`src/rtl/ram_port_arbiter.sv`:
```
// ram_port_arbiter: shares one single-port RAM between instruction fetch and data access
module ram_port_arbiter #(
  parameter int ADDR_W       = 30,
  parameter int DATA_W       = 32,
  parameter int STARVE_LIMIT = 4
) (
  input  logic              clk,
  input  logic              rst,
  input  logic              if_req,
  input  logic [ADDR_W-1:0] if_addr,
  output logic              if_gnt,
  output logic              if_rvalid,
  output logic [DATA_W-1:0] if_rdata,
  input  logic              d_req,
  input  logic              d_we,
  input  logic [ADDR_W-1:0] d_addr,
  input  logic [DATA_W-1:0] d_wdata,
  input  logic [3:0]        d_be,
  output logic              d_gnt,
  output logic              d_rvalid,
  output logic [DATA_W-1:0] d_rdata,
  output logic              mem_en,
  output logic              mem_we,
  output logic [ADDR_W-1:0] mem_addr,
  output logic [DATA_W-1:0] mem_wdata,
  output logic [3:0]        mem_be,
  input  logic [DATA_W-1:0] mem_rdata
);
  localparam logic [1:0] IDLE  = 2'd0;
  localparam logic [1:0] RD_IF = 2'd1;
  localparam logic [1:0] RD_D  = 2'd2;
  localparam logic [3:0] LIMIT = 4'(STARVE_LIMIT);
  logic [1:0]        r_state;
  logic [3:0]        r_starve;
  logic [DATA_W-1:0] r_if_hold;
  logic [DATA_W-1:0] r_d_hold;
  logic              w_force_if;
  logic [1:0]        w_next;
  // Grants and RAM drive: data has priority unless fetch has waited out the limit
  always_comb begin
    w_force_if = if_req & (r_starve == LIMIT);
    d_gnt      = d_req & ~w_force_if;
    if_gnt     = if_req & ~d_gnt;
    mem_en     = if_gnt | d_gnt;
    mem_we     = d_gnt & d_we;
    mem_addr   = if_gnt ? if_addr : d_addr;
    mem_wdata  = d_wdata;
    mem_be     = mem_we ? d_be : 4'b0000;
    w_next     = if_gnt ? RD_IF : (d_gnt & ~d_we) ? RD_D : IDLE;
  end
  // Responses: RAM data passes through in the return cycle, hold register afterwards
  always_comb begin
    if_rvalid = r_state == RD_IF;
    d_rvalid  = r_state == RD_D;
    if_rdata  = if_rvalid ? mem_rdata : r_if_hold;
    d_rdata   = d_rvalid ? mem_rdata : r_d_hold;
  end
  // Read-owner tracking and consecutive data-grant counter while fetch waits
  always_ff @(posedge clk or posedge rst) begin
    if (rst) begin
      r_state  <= IDLE;
      r_starve <= 4'd0;
    end else begin
      r_state  <= w_next;
      r_starve <= (if_gnt | ~if_req) ? 4'd0 : (d_gnt & (r_starve != LIMIT)) ? r_starve + 4'd1 : r_starve;
    end
  end
  // Capture returned read data for the owner so it stays visible after rvalid drops
  always_ff @(posedge clk or posedge rst) begin
    if (rst) begin
      r_if_hold <= '0;
      r_d_hold  <= '0;
    end else begin
      if (r_state == RD_IF) r_if_hold <= mem_rdata;
      if (r_state == RD_D) r_d_hold <= mem_rdata;
    end
  end
endmodule

```
`config.mk`:
```
export PLATFORM = sky130hd
export DESIGN_NAME = ram_port_arbiter
export DESIGN_NICKNAME = d
export VERILOG_FILES = /design/src/rtl/ram_port_arbiter.sv
export SDC_FILE = /design/constraint.sdc
export NUM_CORES = 1
export LEC_CHECK = 0
export CAP_MARGIN = 30
export CORE_AREA = 2 2 104 106
export CTS_BUF_LIST = sky130_fd_sc_hd__clkbuf_8 sky130_fd_sc_hd__clkbuf_16
export CTS_CLUSTER_DIAMETER = 200
export CTS_CLUSTER_SIZE = 14
export DETAILED_ROUTE_END_ITERATION = 10
export DIE_AREA = 0 0 106 108
export PLACE_DENSITY = 0.89
export SYNTH_ARGS = -nofsm -noshare
export SYNTH_HDL_FRONTEND = slang
export SYNTH_SLANG_ARGS = --single-unit
```
`constraint.sdc`:
```
create_clock -name clk -period 3 [get_ports clk]
set_input_delay 0.6 -clock clk [delete_from_list [all_inputs] [get_ports clk]]
set_output_delay 0.6 -clock clk [all_outputs]
set_load 0.01 [all_outputs]
```
==> results of run 1 <==
==> flip-flops by register name, indices dropped and copies added (netlist names) <==
signal     count
r_d_hold      32
r_if_hold     32
r_starve       4
r_state        2
==> area by class of cell <==
class                   count  area, um^2  area share, %
repair buffers            211        2110           37.2
flip-flops and latches     70        1750           30.8
multi-input cells         117        1360           23.9
well taps                 136         170           2.99
clock buffers              10         138           2.42
clock inverters             6         133           2.33
inverters                   5        18.8          0.330
diodes                      1        2.50         0.0440
==> routing by layer <==
metal / vias to the layer above / GRT usage, % / part of all wire [%]
met5: - / 0 / 0
met4: 0 / 8.65 / 3.1
met3: 19 / 6.21 / 8.1
met2: 148 / 31.9 / 53
met1: 1185 / 18.8 / 35
li1: 1132 / - / -
==> worst paths after layout <==
path | cells after the start | slack [ns] | to
worst max-delay path | 7 | 0.11 | mem_addr[19]
worst min-delay path | 1 | 0.49 | r_d_hold[16]
worst max register to register | 3 | 1.49 | r_d_hold[24]
worst min register to register | 1 | 0.49 | r_d_hold[16]
max in group asynchronous | 3 | 1.68 | r_d_hold[16]
min in group asynchronous | 2 | 0.67 | r_d_hold[8]
==> critical path: cells and delay by family (launching register included) <==
kind | cells | cell delay (ns)
AOI/OAI and AO/OA | 1 | 0.20
adders and majority gates | 1 | 0.20
buffers and inverters | 3 | 0.74
DFF | 1 | 0.42
muxes | 1 | 0.30
and+or+nand+nor | 1 | 0.10
==> power by group <==
part / switching [mW] / total [mW] / internal, mW
combinational: 0.360 / 0.925 / 0.565
sequential: 0.0390 / 1.14 / 1.10
clock: 0.363 / 1.02 / 0.660
total: 0.762 / 3.08 / 2.32
==> cells in the mapped netlist, types with 2 or more instances <==
library cell              instances
sky130_fd_sc_hd__dfrtp_1         70
sky130_fd_sc_hd__mux2_1          65
sky130_fd_sc_hd__buf_4           32
sky130_fd_sc_hd__mux2_4          29
sky130_fd_sc_hd__buf_2            7
sky130_fd_sc_hd__and2_1           5
sky130_fd_sc_hd__inv_1            5
sky130_fd_sc_hd__nor2_1           4
sky130_fd_sc_hd__buf_6            3
sky130_fd_sc_hd__ha_1             2
sky130_fd_sc_hd__nand3_1          2
sky130_fd_sc_hd__nor2b_1          2
==> kinds of logic after synthesis <==
family	Yosys count	synth area share [%]
muxes	94	34.1
DFF	70	51.1
buffers and inverters	48	9.67
and+or+nand+nor	18	3.39
xor gates and xnor gates	2	0.511
adders and majority gates	2	0.730
AOI/OAI and AO/OA	1	0.548
==> out/qor.txt, run 1 <==
SYNTHESIS
--------------------------------------------------------------------------------
Number of distinct library cells after synthesis                              21
Synth top area share                                                       51.1%
Share of async-settable or async-resettable flops after synthesis           100%
Predominant post-synthesis flop cell                                sky130_fd_sc_hd__dfrtp_1
Net count after synthesis                                                    370
Synthesized flop and latch total                                              70
Sequential area share after synthesis                                      51.1%
Top post-synthesis cells by area                                    sky130_fd_sc_hd__dfrtp_1 (51%), sky130_fd_sc_hd__mux2_1 (21%), sky130_fd_sc_hd__mux2_4 (13%)
Number of cells produced by synthesis                                        235
Post-Syn Area per Cell                                                 14.6 um^2
Synthesized area                                                    0.00343 mm^2
Synth warn                                                                     0
Dominant cell type by area after synthesis                          sky130_fd_sc_hd__dfrtp_1
Count of flip-flops with a built-in enable after synthesis                     0

TIMING
--------------------------------------------------------------------------------
Fin. max-slew vios                                                             0
Slew at the pin with the worst max-slew slack                           0.618 ns
Minimum hold slack                                                      0.485 ns
Worst setup slack after layout                                          0.109 ns
Post-route clock skew                                                 0.00623 ns
Worst relative slew slack                                                  58.7%
Final count of hold timing violations                                          0
Setup repair after global routing missed its margin                           no
Final Setup Violations                                                         0
Achievable clock frequency                                               346 MHz
Post-layout minimum cycle time                                           2.89 ns
Final setup TNS                                                             0 ns
Final critical-path share of the clock period                              96.4%

POWER AND IR DROP
--------------------------------------------------------------------------------
Leakage dissipation                                                      2.44 nW
Largest vdd supply drop                                                   350 uV
Ratio of total power to cell area                                    542 mW/mm^2
PnR Total Power                                                          3.08 mW

FINAL LAYOUT
--------------------------------------------------------------------------------
Finished layout cell area                                           0.00568 mm^2
Final std cells w/o fill                                                     556
Most common cell after layout, fill and taps aside                  sky130_fd_sc_hd__clkdlybuf4s50_1
Final-stage net count                                                        549
Share of post-route cells with drive strength above 1                      13.6%
Leading cell types in the layout, fill and taps excluded            sky130_fd_sc_hd__clkdlybuf4s50_1 (175), sky130_fd_sc_hd__dfrtp_1 (70), sky130_fd_sc_hd__mux2_1 (65)
Number of fillers in the final layout                                        837
Final core area utilization                                                55.5%
Area added between synthesis and finish                                    65.8%

ROUTING
--------------------------------------------------------------------------------
Vias/cell                                                                   4.47
Remaining DRCs                                                                 0
Final Routed Wirelength                                                 10500 um
DR iter-0 viols                                                              107
Number of vias in the routed layout                                         2484
Wire length per cell                                                     18.8 um
First-pass DRT Iterations                                                      4
Number of nets with antenna violations after routing                           0

CRITICAL PATH
--------------------------------------------------------------------------------
CP Capture Type                                                      output port
Critical Path Max Stage Delay                                            0.49 ns
Cell Chain, Critical Path                                           inv_1 > ha_2 > nand3b_4 > a21boi_4 > buf_4 > mux2_4 > clkdlybuf4s50_1
Maximum fanout along the worst path                                            4
Standard cell with the maximum stage delay on the critical path     sky130_fd_sc_hd__clkdlybuf4s50_1
CP startpoint                                                        r_starve[0]
Start-to-end type of the worst setup path                                reg2out
Arr. time, crit path                                                     2.29 ns
Beginning of the worst register-to-register path                      r_state[0]
Required time at the endpoint of the critical path                       2.40 ns
Startpoint Class                                                       flip-flop

PLACEMENT
--------------------------------------------------------------------------------
Placed instance count                                                        539
HPWL after detailed placement                                            8310 um
Instance area after placement                                       0.00544 mm^2
Setup Slack @ Placement                                                0.0144 ns
RePlAce Congestion                                                         0.752
Number of buffers added on ports                                             204

CLOCK NETWORK
--------------------------------------------------------------------------------
H-tree levels                                                                  3
Longest Clk Path Bufs                                                          2
Later-pin clock latency in the skew report                               0.34 ns
CTS Root Buffer Type                                                sky130_fd_sc_hd__clkbuf_8
CTS tree                                                                   built
Number of CTS-inserted buffers                                                 9
Clk pin slew, worst setup/hold paths                                     0.07 ns
Number of sinks handled by clock tree synthesis                               70
Number of buffers inserted by hold repair at cts                               0
# Post-CTS Setup Buffers                                                       0
Number of instances resized during post-cts repair                            29

FLOORPLAN
--------------------------------------------------------------------------------
Die Span X                                                                106 um
Core area                                                            0.0102 mm^2
Number of top-level pins                                                     269
Starting density of the core                                               33.5%
Full die area                                                        0.0114 mm^2
Die height                                                                108 um
Placement row count                                                           37

STATUS
--------------------------------------------------------------------------------
Status                                                              finished, final reports clean

GLOBAL ROUTING
--------------------------------------------------------------------------------
Initial antenna violation count                                                1
Maximum number of pins on one net before global-route repair                  43
Total grt overflow                                                             0
Via count of the first global-routing pass                                  2799
All-layer global routing usage                                             17.8%
First-pass GRT wire length                                              15400 um

RUN
--------------------------------------------------------------------------------
Max-capacitance violation count                                                0

HOLD PATH
--------------------------------------------------------------------------------
Min-delay src                                                       r_d_hold[16]
Hold/Removal Path Class                                                  reg2reg

Note: power is estimated with default switching activity, not from simulation.
==> run 2: changes to the inputs <==
==> constraint.sdc (replaced) <==
create_clock -name clk -period 3 [get_ports clk]
set_input_delay 0.6 -clock clk [delete_from_list [all_inputs] [get_ports clk]]
set_output_delay 0.6 -clock clk [all_outputs]
set_load 0.005 [all_outputs]
==> out/qor.txt, run 2 (synthesis gave the netlist of run 1 again) <==
CLOCK NETWORK
---------------------------------------------------------------------------
Later-pin clock latency in the skew report                          0.32 ns
Number of buffers inserted by hold repair at cts                          0
Clk pin slew, worst setup/hold paths                                0.07 ns
H-tree levels                                                             3
Number of CTS-inserted buffers                                            9
CTS tree                                                              built
CTS Root Buffer Type                                           sky130_fd_sc_hd__clkbuf_8
Number of sinks handled by clock tree synthesis                          70
Longest Clk Path Bufs                                                     2

POWER AND IR DROP
---------------------------------------------------------------------------
Clock group share of total power                                      23.2%
Ratio of total power to cell area                               463 mW/mm^2
Part of the total power dissipated in combinational logic             33.6%
PnR Total Power                                                     2.63 mW
P_int                                                               1.98 mW
Leakage dissipation                                                 2.38 nW
Switch share                                                          24.9%
Switching power summed over all nets                                 654 uW
Sequential power share                                                43.2%
Largest vdd supply drop                                              271 uV

FLOORPLAN
---------------------------------------------------------------------------
Placement row count                                                      37
Full die area                                                   0.0114 mm^2
Die Span X                                                           106 um
Number of top-level pins                                                269
Core area                                                       0.0102 mm^2
Die height                                                           108 um
Starting density of the core                                          33.5%

ROUTING
---------------------------------------------------------------------------
DR iter-0 viols                                                          90
Final Routed Wirelength                                            10700 um
Number of nets with antenna violations after routing                      0
Remaining DRCs                                                            0
Number of vias in the routed layout                                    2504
Vias/cell                                                              4.49
First-pass DRT Iterations                                                 4
Wire length per cell                                                19.1 um

TIMING
---------------------------------------------------------------------------
Final count of hold timing violations                                     0
Achievable clock frequency                                          337 MHz
Worst relative slew slack                                             58.1%
Post-route clock skew                                            0.00425 ns
Final Setup Violations                                                    0
Fin. max-slew vios                                                        0
Minimum hold slack                                                 0.482 ns
Slew at the pin with the worst max-slew slack                      0.628 ns
Final critical-path share of the clock period                         98.8%
Post-layout minimum cycle time                                      2.97 ns

CRITICAL PATH
---------------------------------------------------------------------------
Required time at the endpoint of the critical path                  2.40 ns
Endpoint of the worst-slack reg-to-reg timing path             r_d_hold[20]
Slack of the worst reg-to-reg path                                  1.52 ns
Beginning of the worst register-to-register path                 r_state[0]
CP startpoint                                                        if_req
CP Capture Type                                                 output port
Maximum fanout along the worst path                                       7
Worst R2R Path Depth                                                      3
Startpoint Class                                               primary input
Arr. time, crit path                                                2.37 ns
Capturing instance or port of the critical path                 mem_addr[7]
Start-to-end type of the worst setup path                            in2out

FINAL LAYOUT
---------------------------------------------------------------------------
Number of fillers in the final layout                                   823
Most common cell after layout, fill and taps aside             sky130_fd_sc_hd__clkdlybuf4s50_1
Area added between synthesis and finish                               65.8%
Share of post-route cells with drive strength above 1                 14.5%
Final-stage net count                                                   554
Largest registers                                              r_d_hold (32), r_if_hold (32), r_starve (4)
Leading cell types in the layout, fill and taps excluded       sky130_fd_sc_hd__clkdlybuf4s50_1 (204), sky130_fd_sc_hd__dfrtp_1 (70), sky130_fd_sc_hd__mux2_1 (65)
Count of antenna diodes in the layout                                     0

GLOBAL ROUTING
---------------------------------------------------------------------------
Initial antenna violation count                                           0
Via count of the first global-routing pass                             2778
First-pass GRT wire length                                         15000 um
Maximum number of pins on one net before global-route repair             43
Total grt overflow                                                        0
All-layer global routing usage                                        17.3%

HOLD PATH
---------------------------------------------------------------------------
Min-delay src                                                  r_d_hold[25]
Cell depth of the worst min-delay path                                    1
Hold/Removal Path Class                                             reg2reg

STATUS
---------------------------------------------------------------------------
Status                                                         finished, final reports clean

RUN
---------------------------------------------------------------------------
Max-capacitance violation count                                           0

PLACEMENT
---------------------------------------------------------------------------
Number of buffers added on ports                                        204
HPWL after detailed placement                                       8280 um
RePlAce Congestion                                                    0.753

run 2: cell count changes in the layout (fill, tap and decap cells not counted), sizes merged, moves of 2 or more:
| cell | before | now |
|---|---|---|
| clkinv | 0 | 5 |
| bufinv | 4 | 0 |
| inv | 7 | 5 |
| buf | 7 | 10 |
| clkdlybuf4s50 | 175 | 204 |
| dlygate4sd2 | 28 | 0 |
run 2: layer usage:
layer  wire, um  vias up  global-route usage, %
li1           -     1139                      -
met3        891        9                   6.51
met2       5770      147                   32.9
met4        114        0                   4.23
met5          0        -                      0
met1       3870     1209                   18.0
run 2: what timing repair did:
item / 4_1_cts / 5_1_grt
setup endpoints to repair: 6 / 28
hold endpoints to repair: 0 / 0
setup buffers: 0 / 2
gates cloned: 0 / 3
pin swaps: 0 / 1
resized for setup: 1 / 0
run 2: final cells by class:
cell class | count | area, um^2 | area share [%]
timing repair buffer | 216 | 2230 | 39.3
clock buffer | 9 | 124 | 2.18
tap | 136 | 170 | 2.99
sequential | 70 | 1750 | 30.8
inverter | 5 | 18.8 | 0.330
clock inverter | 5 | 28.8 | 0.506
multi-input combinational | 117 | 1360 | 23.9
run 2: worst min path at each step:
stage | endpoint | slack (ns)
floorplan | r_starve[0] | 0.45
global placement | r_d_hold[15] | 0.46
detailed placement | r_d_hold[19] | 0.47
CTS | r_d_hold[16] | 0.49
global route | r_d_hold[24] | 0.51
finish | r_d_hold[25] | 0.48
run 2: power groups by stage:
stage	sequential, mW	combinational, mW	clock (mW)
after floorplan	1.14	0.325	0
after global placement	1.14	0.854	0
after detailed placement	1.16	0.877	0
after CTS	1.14	0.883	0.640
after global routing	1.15	0.941	0.681
final	1.14	0.885	0.610
run 2: critical path, cell delays in order:
cell	delay (ns)
sky130_fd_sc_hd__clkdlybuf4s50_1	0.50
sky130_fd_sc_hd__a21boi_4	0.21
sky130_fd_sc_hd__buf_12	0.14
sky130_fd_sc_hd__clkbuf_16	0.15
sky130_fd_sc_hd__mux2_4	0.29
sky130_fd_sc_hd__clkdlybuf4s50_1	0.47
run 2: metrics by stage:
stage	cells	setup WS [ns]	utilization [%]	setup TNS (ns)	area, um^2
floorplan	235	0.632	-	0	3430
CTS	553	0.00348	54.7	0	5600
finish	558	0.0349	55.6	0	5680
global route	558	-0.0101	55.6	-0.0214	5680
detailed placement	539	0.0564	53.2	0	5440
global placement	539	0.0655	53.2	0	5440
